## config.mk

```make
export PLATFORM = sky130hd
export DESIGN_NAME = pwm_audio_out_flat
export DESIGN_NICKNAME = d
export VERILOG_FILES = /design/src/rtl/pwm_audio_if.sv /design/src/rtl/pwm_audio_out.sv /design/src/flat_wrapper.sv
export SDC_FILE = /design/constraint.sdc
export NUM_CORES = 1
export LEC_CHECK = 0
export ABC_AREA = 1
export ABC_CLOCK_PERIOD_IN_PS = 6800
export BUFFER_PORTS_ARGS = -buffer_cell sky130_fd_sc_hd__buf_4
export CORE_UTILIZATION = 55
export CTS_CLUSTER_SIZE = 24
export DETAILED_ROUTE_END_ITERATION = 12
export GPL_TIMING_DRIVEN = 0
export PLACE_DENSITY = 0.72
export SYNTH_ARGS = -nofsm -noshare
export SYNTH_HDL_FRONTEND = slang
export SYNTH_SLANG_ARGS = --single-unit
```

## constraint.sdc

```tcl
create_clock -name clk -period 6.8 [get_ports clk]
set_input_delay 0.68 -clock clk [delete_from_list [all_inputs] [get_ports clk]]
set_output_delay 0.68 -clock clk [all_outputs]
set_load 0.005 [all_outputs]
```

## src/rtl/pwm_audio_if.sv

```systemverilog
// pwm_audio_if
//   Bundles the signals between the chord-mixer side and the PWM audio
//   output stage.
//   master : drives sound/gate, observes pwm_out/frame_start/env (mixer or bench)
//   slave  : the output stage itself
//   Signals:
//     sound       WIDTH  unsigned mixer sample
//     gate        1      high while at least one key is held
//     pwm_out     1      registered PWM pin
//     frame_start 1      one-clock pulse on the edge that begins a PWM frame
//     env         4      current envelope level 0..15
interface pwm_audio_if #(
    parameter int WIDTH = 8
);
    logic [WIDTH-1:0] sound;
    logic             gate;
    logic             pwm_out;
    logic             frame_start;
    logic [3:0]       env;

    modport master (
        output sound,
        output gate,
        input  pwm_out,
        input  frame_start,
        input  env
    );

    modport slave (
        input  sound,
        input  gate,
        output pwm_out,
        output frame_start,
        output env
    );
endinterface

```

## src/rtl/pwm_audio_out.sv

```systemverilog
// pwm_audio_out
//   Output stage after the chord mixer. Scales the mixer sample by a 4-bit
//   attack/release envelope and produces a single-bit PWM stream for an
//   external RC filter. Sample, envelope and gate are only acted upon at frame
//   boundaries, so the input sample may change at any time without glitches.
//   Parameters:
//     WIDTH       sample width and PWM phase width (frame = 2^WIDTH ticks)
//     PRESC       clocks per PWM tick (>=1)
//     RAMP_FRAMES frames per envelope step (>=1)
//   Ports:
//     clk    system clock, rising edge
//     rst_n  asynchronous active-low reset
//     bus    pwm_audio_if slave: sound, gate in; pwm_out, frame_start, env out
module pwm_audio_out #(
    parameter int WIDTH       = 8,
    parameter int PRESC       = 1,
    parameter int RAMP_FRAMES = 16
) (
    input  logic        clk,
    input  logic        rst_n,
    pwm_audio_if.slave  bus
);

    localparam int PCNT_W = (PRESC > 1) ? $clog2(PRESC) : 1;
    localparam int FCNT_W = (RAMP_FRAMES > 1) ? $clog2(RAMP_FRAMES) : 1;
    localparam logic [PCNT_W-1:0] PCNT_MAX = PCNT_W'(PRESC - 1);
    localparam logic [FCNT_W-1:0] FCNT_MAX = FCNT_W'(RAMP_FRAMES - 1);
    localparam logic [WIDTH-1:0]  PH_MAX   = '1;

    typedef enum logic [1:0] {
        ST_IDLE,
        ST_ATTACK,
        ST_SUSTAIN,
        ST_RELEASE
    } state_t;

    logic [PCNT_W-1:0] pcnt_q, pcnt_d;
    logic [WIDTH-1:0]  ph_q, ph_d;
    logic [WIDTH-1:0]  duty_q, duty_d;
    logic [FCNT_W-1:0] fcnt_q, fcnt_d;
    logic [3:0]        env_q, env_d;
    state_t            state_q, state_d;
    logic              pwm_out_q, pwm_out_d;
    logic              frame_start_q, frame_start_d;

    logic              tick;
    logic              fb;
    logic [WIDTH+3:0]  product;
    logic [3:0]        env_inc;
    logic [3:0]        env_dec;

    // Prescaler, phase counter, duty latch and PWM comparator.
    always_comb begin
        tick          = (pcnt_q == PCNT_MAX);
        fb            = tick && (ph_q == PH_MAX);
        pcnt_d        = tick ? '0 : pcnt_q + 1'b1;
        ph_d          = tick ? ph_q + 1'b1 : ph_q;
        // Full-precision product; dropping the low 4 bits makes env=15 map
        // to 15/16 of full scale.
        product       = {4'b0000, bus.sound} * {{WIDTH{1'b0}}, env_q};
        duty_d        = fb ? product[WIDTH+3:4] : duty_q;
        frame_start_d = fb;
        pwm_out_d     = (ph_q < duty_q);
    end

    // Saturating steps: ATTACK can be entered at env=15 (quick re-press
    // during release) and RELEASE at env=0 (quick release during attack),
    // so the step itself must never wrap.
    always_comb begin
        env_inc = (env_q == 4'd15) ? 4'd15 : env_q + 4'd1;
        env_dec = (env_q == 4'd0)  ? 4'd0  : env_q - 4'd1;
    end

    // Envelope FSM; only frame boundaries move it.
    always_comb begin
        state_d = state_q;
        env_d   = env_q;
        fcnt_d  = fcnt_q;
        if (fb) begin
            case (state_q)
                ST_IDLE: begin
                    if (bus.gate) begin
                        state_d = ST_ATTACK;
                        fcnt_d  = '0;
                    end
                end
                ST_ATTACK: begin
                    if (!bus.gate) begin
                        state_d = ST_RELEASE;
                        fcnt_d  = '0;
                    end else if (fcnt_q == FCNT_MAX) begin
                        env_d  = env_inc;
                        fcnt_d = '0;
                        if (env_inc == 4'd15) begin
                            state_d = ST_SUSTAIN;
                        end
                    end else begin
                        fcnt_d = fcnt_q + 1'b1;
                    end
                end
                ST_SUSTAIN: begin
                    if (!bus.gate) begin
                        state_d = ST_RELEASE;
                        fcnt_d  = '0;
                    end
                end
                ST_RELEASE: begin
                    if (bus.gate) begin
                        state_d = ST_ATTACK;
                        fcnt_d  = '0;
                    end else if (fcnt_q == FCNT_MAX) begin
                        env_d  = env_dec;
                        fcnt_d = '0;
                        if (env_dec == 4'd0) begin
                            state_d = ST_IDLE;
                        end
                    end else begin
                        fcnt_d = fcnt_q + 1'b1;
                    end
                end
                default: begin
                    state_d = ST_IDLE;
                    env_d   = 4'd0;
                    fcnt_d  = '0;
                end
            endcase
        end
    end

    always_ff @(posedge clk or negedge rst_n) begin
        if (!rst_n) begin
            pcnt_q        <= '0;
            ph_q          <= '0;
            duty_q        <= '0;
            fcnt_q        <= '0;
            env_q         <= 4'd0;
            state_q       <= ST_IDLE;
            pwm_out_q     <= 1'b0;
            frame_start_q <= 1'b0;
        end else begin
            pcnt_q        <= pcnt_d;
            ph_q          <= ph_d;
            duty_q        <= duty_d;
            fcnt_q        <= fcnt_d;
            env_q         <= env_d;
            state_q       <= state_d;
            pwm_out_q     <= pwm_out_d;
            frame_start_q <= frame_start_d;
        end
    end

    assign bus.pwm_out     = pwm_out_q;
    assign bus.frame_start = frame_start_q;
    assign bus.env         = env_q;

endmodule

```

## src/flat_wrapper.sv

```systemverilog
// flat-port wrapper written by rule: the top's interface ports become plain ports
module pwm_audio_out_flat 
#(
    parameter int WIDTH       = 8,
    parameter int PRESC       = 1,
    parameter int RAMP_FRAMES = 16
)
  (clk, rst_n, bus_sound, bus_gate, bus_pwm_out, bus_frame_start, bus_env);
  pwm_audio_if #(.WIDTH(WIDTH)) bus_i ();
  input  logic clk;
  input  logic rst_n;
  input wire logic [$bits(bus_i.sound)-1:0] bus_sound;
  input wire logic [$bits(bus_i.gate)-1:0] bus_gate;
  output wire logic [$bits(bus_i.pwm_out)-1:0] bus_pwm_out;
  output wire logic [$bits(bus_i.frame_start)-1:0] bus_frame_start;
  output wire logic [$bits(bus_i.env)-1:0] bus_env;
  assign bus_i.sound = bus_sound;
  assign bus_i.gate = bus_gate;
  assign bus_pwm_out = bus_i.pwm_out;
  assign bus_frame_start = bus_i.frame_start;
  assign bus_env = bus_i.env;
  pwm_audio_out #(.WIDTH(WIDTH), .PRESC(PRESC), .RAMP_FRAMES(RAMP_FRAMES)) u_core (.clk(clk), .rst_n(rst_n), .bus(bus_i));
endmodule
```

### Word level (Yosys, flattened, before mapping)

Index checks and enable logic that the tools add are counted.
W data, S select, Z words.

| storage, ports and cells | value |
|---|---|
| register bits | 29 |
| bits in latches | 0 |
| RAM bits | 0 |
| ROM bits | 0 |
| input port bits | 11 |
| output and inout port bits | 6 |
| memories kept | 0 |

| cells by class | value |
|---|---|
| $add $sub $neg | 5 |
| $mul | 1 |
| div/mod/pow operators | 0 |
| order comparisons | 1 |
| eq/ne operators | 17 |
| shift operators | 0 |
| mux-type cells | 23 |
| bitwise logic cells | 1 |
| reductions and logical operators | 8 |

Operators by type and width:

| operator | count |
|---|---|
| $mux W4 | 11 |
| $mux W2 | 8 |
| $pmux W4 S4 | 1 |
| $eq A4 B4 Y1 const B | 3 |
| $mul A8 B4 Y12 | 1 |
| $ne A3 B2 Y1 const B | 4 |
| $add A4 B1 Y4 const B | 2 |
| $add A8 B1 Y8 const B | 1 |
| $eq A8 B8 Y1 const B | 1 |
| $logic_not A4 Y1 | 2 |
| $lt A8 B8 Y1 | 1 |
| $ne A2 B2 Y1 const B | 4 |
| $pmux W2 S4 | 1 |
| $pmux W4 S2 | 1 |
| $reduce_and A7 Y1 | 1 |
| $reduce_and A6 Y1 | 1 |
| $eq A2 B2 Y1 const B | 2 |
| $ne A2 B1 Y1 const B | 2 |
| $sub A4 B1 Y4 const B | 1 |
| $reduce_and A3 Y1 | 1 |
| $eq A2 B1 Y1 const B | 1 |
| $logic_not A2 Y1 | 1 |
| $reduce_bool A2 Y1 | 1 |
| $add A1 B1 Y1 const B | 1 |
| 3 further kinds | 3 |

### Logic depth before layout (Yosys ltp)

Gate-level depths: netlist of run 1.

| depth | value |
|---|---|
| depth after elaboration | 7 |
| gate-level depth with buffers | 17 |
| depth with buffers taken out | 16 |

### Worst setup path before layout of run 1

No wires, ideal clock.

| path | value |
|---|---|
| kind | input to register |
| start | input bus_sound[3] |
| end | register u_core.duty_q[7] |
| library setup time | 0.126 ns |
| data arrival time | 2.888 ns |
| required time | 6.674 ns |
| path slack | 3.786 ns |
| stages on the path | 13 |
| cells stage by stage | nand2_1 > inv_1 > fa_1 > inv_1 > fa_1 > inv_1 > ha_1 > a21oi_1 > o21ai_0 > nand2_1 > nand4_1 > nand3_1 > o21ai_0 |

| between the ends | value |
|---|---|
| word-level cells in the longest chain between the ends | 1 |

Ends and longest elaborated chain:

| what | RTL line | RTL |
|---|---|---|
| start, declared | flat_wrapper.sv:12 | `input wire logic [$bits(bus_i.sound)-1:0] bus_sound;` |
| $mul A8 B4 Y12 | pwm_audio_out.sv:60 | `product = {4'b0000, bus.sound} * {{WIDTH{1'b0}}, env_q};` |
| end signal, assigned | pwm_audio_out.sv:143 | `duty_q <= duty_d;` |
| end, declared | pwm_audio_out.sv:39 | `logic [WIDTH-1:0] duty_q, duty_d;` |

No other way between the ends.
A chain may end at the register's enable or synchronous reset.

### Worst setup path after layout of run 1

| path | value |
|---|---|
| start | register u_core.env_q[3], in the netlist u_core.bus.env[3] |
| end | register u_core.duty_q[7] |

| between the ends | value |
|---|---|
| word-level cells in the longest chain between the ends | 1 |

Ends and longest elaborated chain:

| what | RTL line | RTL |
|---|---|---|
| start, declared | pwm_audio_out.sv:41 | `logic [3:0] env_q, env_d;` |
| start signal, assigned | pwm_audio_out.sv:145 | `env_q <= env_d;` |
| $mul A8 B4 Y12 | pwm_audio_out.sv:60 |  |

No other way between the ends.

==> flow_summary.json, run 1 <==
{
  "syn-num-nets": 400,
  "ir_drop_mv": 0.1482,
  "hold_class": "input pin to async pin",
  "cts_hold_buf": 0,
  "grt_overflow_total": 0,
  "r2r_slack_ns": 3.44,
  "tightest_slew_ns": 0.5116,
  "grt_pass1_vias": 2119,
  "slew_headroom_pct": 65.89,
  "finalWeightedCongestion": 0.8016,
  "fin_skew_ns": 0.005796,
  "cts_buffer_depth": 2,
  "worst_r2r_startpoint": "u_core.bus.env[3]",
  "vias": 2205,
  "worstReg2RegEnd": "u_core.duty_q[7]",
  "cts_resized": 0,
  "num_rows": 24,
  "clk_latency_ns": 0.27,
  "status": "finished clean",
  "synth.avg_cell_area_um2": 7.400,
  "cp-start-kind": "flip-flop",
  "grt_max_degree": 29,
  "critPathMaxFanout": 10,
  "drc": 0,
  "leakage_nw": 1.706,
  "fp.dieArea_um2": 4974,
  "antenna_found_initial": 0,
  "detail_route.wirelength_um": 5019,
  "post-route-period-util_pct": 49.43,
  "ys_seq_area_share_pct": 27.13,
  "core_area_um2": 4444,
  "yosysWarnings": 0,
  "final-instance-count-excl-fill": 421,
  "htree_levels": 1,
  "dieWidth_um": 70.53,
  "finalPower_w": 0.0003521,
  "cap_violations": 0,
  "path_cells": "clkbuf_1 -> nand2_1 -> inv_1 -> fa_1 -> inv_1 -> fa_1 -> inv_1 -> ha_1 -> a21oi_1 -> o21ai_0 -> nand2_1 -> nand4_1 -> nand3_1 -> o21ai_0",
  "synth-seq-cells": 28,
  "ant_nets": 0,
  "slowest_stage": "fa_1",
  "setup_viol": 0,
  "worstPathRequired_ns": 6.96,
  "critical_path_class": "flip-flop to flip-flop",
  "seqCellArea_um2": 700.7,
  "cts.sinks": 28,
  "p_per_area_nw_per_um2": 124.0,
  "multiInputGateArea_um2": 1567,
  "initial_utilization_pct": 58.11,
  "drive_above_1_share_pct": 10.03,
  "drv_slew": 0,
  "track_usage_pct": 22.83,
  "cp_data_arrival_time_ns": 3.53,
  "hold_violations": 0,
  "cts_buffers": 3,
  "worst_setup_path_end_kind": "flip-flop",
  "finalSetupTns_ns": 0,
  "rsz0062_at_grt": "no",
  "fill_cells": 411,
  "die_h_um": 70.53,
  "syn_area_um2": 2582,
  "io_pins": 17,
  "min_period_ns": 3.361,
  "postCtsSetupRepairBufs": 0,
  "placedCellCount": 417,
  "grt_pass1_wl_um": 9163,
  "wl_per_cell_um": 11.92,
  "clk_transition_reported_paths_ns": 0.10,
  "hpwl_um": 3944,
  "synth_cells": 349,
  "worst_r2r_path_depth": 14,
  "viasPerCell": 5.238,
  "diodes": 0,
  "cts_root_buffer": "clkbuf_8",
  "mostFrequentLayoutCell": "nand2_1",
  "max_freq_mhz": 297.5,
  "mostFrequentLayoutCells": "nand2_1 (98), inv_1 (71), ha_1 (29)",
  "ys_types": 34,
  "numPortBuffers": 16,
  "cp_common_cell": "inv_1",
  "startpoint": "u_core.bus.env[3]",
  "final_nets": 421,
  "syn_to_final_growth_pct": 9.932,
  "tritoncts": "yes",
  "drtPass1Iterations": 4,
  "slowest_delay_ns": 0.54,
  "drt_iter0_drc": 127
}
## worst max path at each step
| stage | to | slack, ns | cells past startpoint |
|---|---|---|---|
| after floorplan | u_core.duty_q[7] | 3.79 | 13 |
| after global placement | u_core.duty_q[7] | 3.44 | 14 |
| after detailed placement | u_core.duty_q[7] | 3.41 | 14 |
| after CTS | u_core.duty_q[7] | 3.46 | 14 |
| after global routing | u_core.duty_q[5] | 3.22 | 13 |
| final | u_core.duty_q[7] | 3.44 | 14 |
## flip-flops by register name, summed over array words and instances, names as in the netlist
name                    count
u_core.bus.frame_start      1
u_core.duty_q               8
u_core.fcnt_q               4
u_core.bus.pwm_out          1
u_core.ph_q                 8
u_core.state_q              2
u_core.bus.env              4
## Yosys cell counts
| cell | instances | area, µm² |
|---|---|---|
| a31oi_1 | 1 | 6.260 |
| o21a_1 | 2 | 15.01 |
| nand3_4 | 1 | 17.52 |
| nand2_4 | 1 | 11.26 |
| xor2_1 | 5 | 43.79 |
| nor2_2 | 3 | 18.77 |
| o211ai_1 | 3 | 22.52 |
| nand3_1 | 19 | 95.09 |
| nor3_1 | 2 | 10.01 |
| dfrtp_1 | 28 | 700.7 |
| buf_2 | 2 | 10.01 |
| inv_2 | 2 | 7.510 |
| nand3_2 | 1 | 10.01 |
| xnor2_1 | 5 | 43.79 |
| ha_1 | 29 | 362.9 |
| nand3b_1 | 1 | 7.510 |
| buf_4 | 3 | 22.52 |
| nor2_1 | 14 | 52.55 |
| clkbuf_1 | 1 | 3.750 |
| and3_1 | 1 | 6.260 |
| o21ai_2 | 1 | 8.760 |
| o21ai_0 | 12 | 60.06 |
| nor2_4 | 2 | 22.52 |
| clkinv_2 | 1 | 5.000 |
| o22ai_1 | 1 | 6.260 |
| o21ai_1 | 1 | 5.000 |
| nand4_1 | 6 | 37.54 |
| inv_1 | 71 | 266.5 |
| fa_1 | 11 | 220.2 |
| a21boi_0 | 1 | 7.510 |
| nand2_1 | 98 | 367.9 |
| o21bai_1 | 1 | 7.510 |
| o31ai_1 | 2 | 15.01 |
| a21oi_1 | 17 | 85.08 |
## layer usage
layer / GRT usage (%) / wire [µm] / up-vias
met4: 3.628 / 38 / 0
met2: 38.73 / 2350 / 45
met5: 0 / 0 / -
met1: 31.57 / 2423 / 1027
li1: - / - / 1129
met3: 3.463 / 207 / 4
## kinds of logic (layout without fill, tap and decap cells)
logic type / after synthesis / count (layout) / synth area share, %
DFF: 28 / 28 / 27.13
xor gates and xnor gates: 10 / 10 / 3.391
adders and majority gates: 40 / 40 / 22.58
buffers and inverters: 80 / 100 / 12.21
and+or+nand+nor: 149 / 149 / 25.44
AOI/OAI and AO/OA: 42 / 42 / 9.254
## stage by stage
step | util (%) | instance area, µm² | hold slack (ns) | setup slack [ns]
after CTS | 63.88 | 2839 | 0.3193 | 3.459
after global placement | 62.27 | 2768 | 0.4609 | 3.445
after detailed placement | 62.27 | 2768 | 0.4672 | 3.411
after global routing | 63.88 | 2839 | 0.3405 | 3.223
final | 63.88 | 2839 | 0.3200 | 3.439
after floorplan | - | 2582 | 0.3844 | 3.786
## critical path, delay by kind of cell (launching register included)
family,cells,cell delay [ns]
adder cells (fa/ha/maj),3,1.43
flip-flops,1,0.44
AO/OA/AOI/OAI,3,0.52
AND/OR/NAND/NOR,4,0.43
buffers and inverters,4,0.44
## final cells by class
type,instances,area share [%]
Buffer,6,1.278
Tap cell,52,2.292
Multi-Input combinational cell,241,55.18
Clock buffer,3,1.454
Sequential cell,28,24.68
Clock inverter,1,1.058
Inverter,74,9.828
Timing Repair Buffer,16,4.231
## report_power, final
group	internal, W	total, W	switching [W]
registers	0.000166	0.000166	0
clock network	0.0000788	0.000131	0.0000520
logic	0.0000210	0.0000550	0.0000340
(Power assumes the default switching activity.)
==> run 2: changes to the inputs <==
--- a/config.mk
+++ b/config.mk
@@ -5,14 +5,14 @@
 export SDC_FILE = /design/constraint.sdc
 export NUM_CORES = 1
 export LEC_CHECK = 0
-export ABC_AREA = 1
-export ABC_CLOCK_PERIOD_IN_PS = 6800
+export ABC_AREA = 0
+export ABC_CLOCK_PERIOD_IN_PS = 3000
 export BUFFER_PORTS_ARGS = -buffer_cell sky130_fd_sc_hd__buf_4
 export CORE_UTILIZATION = 55
 export CTS_CLUSTER_SIZE = 24
 export DETAILED_ROUTE_END_ITERATION = 12
 export GPL_TIMING_DRIVEN = 0
-export PLACE_DENSITY = 0.72
+export PLACE_DENSITY = 0.75
 export SYNTH_ARGS = -nofsm -noshare
 export SYNTH_HDL_FRONTEND = slang
 export SYNTH_SLANG_ARGS = --single-unit
==> constraint.sdc (replaced) <==
create_clock -name clk -period 3 [get_ports clk]
set_input_delay 0.3 -clock clk [delete_from_list [all_inputs] [get_ports clk]]
set_output_delay 0.3 -clock clk [all_outputs]
set_load 0.005 [all_outputs]
==> flow_summary.json, run 2 <==
{
  "status": "complete, but fails checks",
  "violations": "setup timing",
  "grt_pass1_wl_um": 8369,
  "tritoncts": "yes",
  "grt_pass1_vias": 1956,
  "dp_slack_ns": -0.4608,
  "rsz0062_at_grt": "yes",
  "post-route-period-util_pct": 102.9,
  "finalWeightedCongestion": 0.8581,
  "cts.sinks": 28,
  "drtPass1Iterations": 4,
  "num_rows": 24,
  "syn-num-nets": 338,
  "wl_per_cell_um": 13.30,
  "initial_utilization_pct": 57.47,
  "drive_above_1_share_pct": 20.38,
  "slowest_stage": "fa_1",
  "worstReg2RegEnd": "u_core.duty_q[5]",
  "placed_cell_area_um2": 2774,
  "diodes": 0,
  "cp-start-kind": "flip-flop",
  "synth-seq-cells": 28,
  "detail_route.wirelength_um": 4936,
  "vias": 2051,
  "worst_setup_path_end_kind": "flip-flop",
  "synth.avg_cell_area_um2": 8.719,
  "worst_r2r_path_depth": 11,
  "mostFrequentLayoutCells": "nand2_1 (30), inv_1 (29), buf_4 (29)",
  "synth_top_area_cell": "dfrtp_1",
  "slowest_delay_ns": 0.55,
  "numPortBuffers": 16,
  "leakage_nw": 1.482,
  "worstPathRequired_ns": 3.16,
  "p_per_area_nw_per_um2": 215.8,
  "antenna_found_initial": 0,
  "drv_slew": 0,
  "fin_skew_ns": 0.006168,
  "cp_data_arrival_time_ns": 3.24,
  "min_period_ns": 3.086,
  "syn_to_final_growth_pct": 18.90,
  "mostFrequentLayoutCell": "nand2_1",
  "synth_common_cells": "inv_1 (34), nand2_1 (31), ha_1 (29), dfrtp_1 (28), and2_1 (21)",
  "cp_common_cell": "inv_2",
  "viasPerCell": 5.528,
  "dieWidth_um": 69.45,
  "ys_types": 44,
  "max_freq_mhz": 324.1,
  "clk_transition_reported_paths_ns": 0.09,
  "cts_root_buffer": "clkbuf_8",
  "htree_levels": 1,
  "cts_buffer_depth": 2,
  "r2r_slack_ns": -0.09,
  "setup_ws_ns": -0.08592,
  "cap_violations": 0,
  "hpwl_um": 3541,
  "synth_area_leaders": "dfrtp_1 (28%), ha_1 (14%), fa_1 (8.8%)",
  "synth_edf_count": 0,
  "drt_iter0_drc": 92,
  "tightest_slew_ns": 0.5884,
  "grt_overflow_total": 0,
  "track_usage_pct": 21.27,
  "synth_cells": 287,
  "synth-main-ff-cell": "dfrtp_1",
  "final_area_um2": 2975,
  "hold_violations": 0,
  "die_h_um": 69.45,
  "critPathMaxFanout": 4,
  "syn_area_um2": 2502,
  "ir_drop_mv": 0.1510,
  "yosysWarnings": 0,
  "worst_r2r_startpoint": "u_core.bus.env[1]",
  "clk_latency_ns": 0.27,
  "slew_headroom_pct": 60.27,
  "critical-path-top-delay-family": "adder cells",
  "path_cells": "and2_4 -> fa_1 -> inv_2 -> fa_1 -> inv_2 -> ha_4 -> inv_2 -> o31a_1 -> o21ai_4 -> nor2_1 -> or3_1",
  "synthArstFlopShare_pct": 100.0,
  "core_area_um2": 4354,
  "reg.largest.list": "u_core.duty_q: 8 flops, u_core.ph_q: 8 flops",
  "fp.dieArea_um2": 4823,
  "fin_hold_ws_ns": 0.4603,
  "setup_viol": 2,
  "hold_class": "input pin to async pin",
  "yosysMostFrequentCell": "inv_1",
  "yosysTopAreaCellShare_pct": 28.00,
  "ys_seq_area_share_pct": 28.00,
  "crit_buf_inv": 3,
  "drc": 0,
  "ant_nets": 0,
  "critical_path_class": "flip-flop to flip-flop",
  "io_pins": 17,
  "final_nets": 372,
  "cts_buffers": 3,
  "grt_max_degree": 29
}
## run 2: cell types whose count changed after synthesis, moves of 7 or more
cell / before / now
nand2_1: 98 / 31
o21ai_0: 12 / 20
nand3_1: 19 / 9
clkbuf_1: 1 / 8
inv_1: 71 / 34
and2_1: 0 / 21
## run 2: logic make-up (layout without fill, tap and decap cells)
group / after synthesis / after routing / share of synthesized area, %
and+or+nand+nor: 95 / 95 / 20.10
AOI/OAI and AO/OA: 62 / 62 / 15.40
buffers and inverters: 46 / 78 / 7.300
adders and majority gates: 40 / 40 / 23.30
DFF: 28 / 28 / 28.00
xor gates and xnor gates: 12 / 12 / 4.200
muxes: 4 / 4 / 1.700
## run 2: power by group
| part | switching [W] | leakage, nW | internal, W |
|---|---|---|---|
| Combinational | 0.0000326 | 1.13 | 0.0000274 |
| Sequential | 0 | 0.326 | 0.000377 |
| Clock | 0.000115 | 0.0216 | 0.0000903 |
| Total | 0.000147 | 1.48 | 0.000495 |
## run 2: cell type report
class                           count  area [µm²]
Fill cell                         357        1379
Tap cell                           52       65.06
Inverter                           35       131.4
Sequential cell                    28       704.4
Clock buffer                        3       41.29
Buffer                              7       36.28
Timing Repair Buffer               33       270.3
Multi-Input combinational cell    213        1727
## run 2: worst max path at each step
stage | start | to | slack, ns | cells past startpoint
floorplan | u_core.bus.env[3] | u_core.duty_q[5] | -0.11 | 13
global placement | u_core.bus.env[1] | u_core.duty_q[5] | -0.39 | 11
detailed placement | u_core.bus.env[1] | u_core.duty_q[5] | -0.46 | 11
CTS | u_core.bus.env[1] | u_core.duty_q[5] | -0.07 | 11
global route | u_core.bus.env[1] | u_core.duty_q[6] | -0.22 | 13
finish | u_core.bus.env[1] | u_core.duty_q[5] | -0.09 | 11
## run 2: worst register-to-register path, stage by stage (launching register included)
cell and delay, ns:
dfrtp_2 0.47, and2_4 0.16, fa_1 0.55, inv_2 0.04, fa_1 0.49, inv_2 0.05, ha_4 0.28, inv_2 0.04
o31a_1 0.32, o21ai_4 0.22, nor2_1 0.05, or3_1 0.30
## run 2: through the flow
step / std cells / setup TNS, ns / power [W] / utilization (%)
floorplan: 287 / -0.2444 / 0.0004126 / -
global placement: 355 / -1.454 / 0.0004375 / 63.71
detailed placement: 355 / -1.847 / 0.0004394 / 63.71
CTS: 368 / -0.07072 / 0.0006430 / 67.04
global route: 371 / -0.9143 / 0.0006653 / 68.33
finish: 371 / -0.1225 / 0.0006421 / 68.33
## run 2: repair_timing
action                                  in CTS  in global routing
pin swaps                                    6                  8
hold buffers                                 1                  0
endpoints found under the setup margin       7                  6
resized for setup                            7                  9
buffers inserted                            13                  3
hold endpoints to repair                    28                  0
## run 2: routing by layer
layer / wire (µm) / GRT usage, %
met1: 2331 / 27.74
met2: 2480 / 37.97
met3: 74 / 1.453
met4: 49 / 5.896
met5: 0 / 0
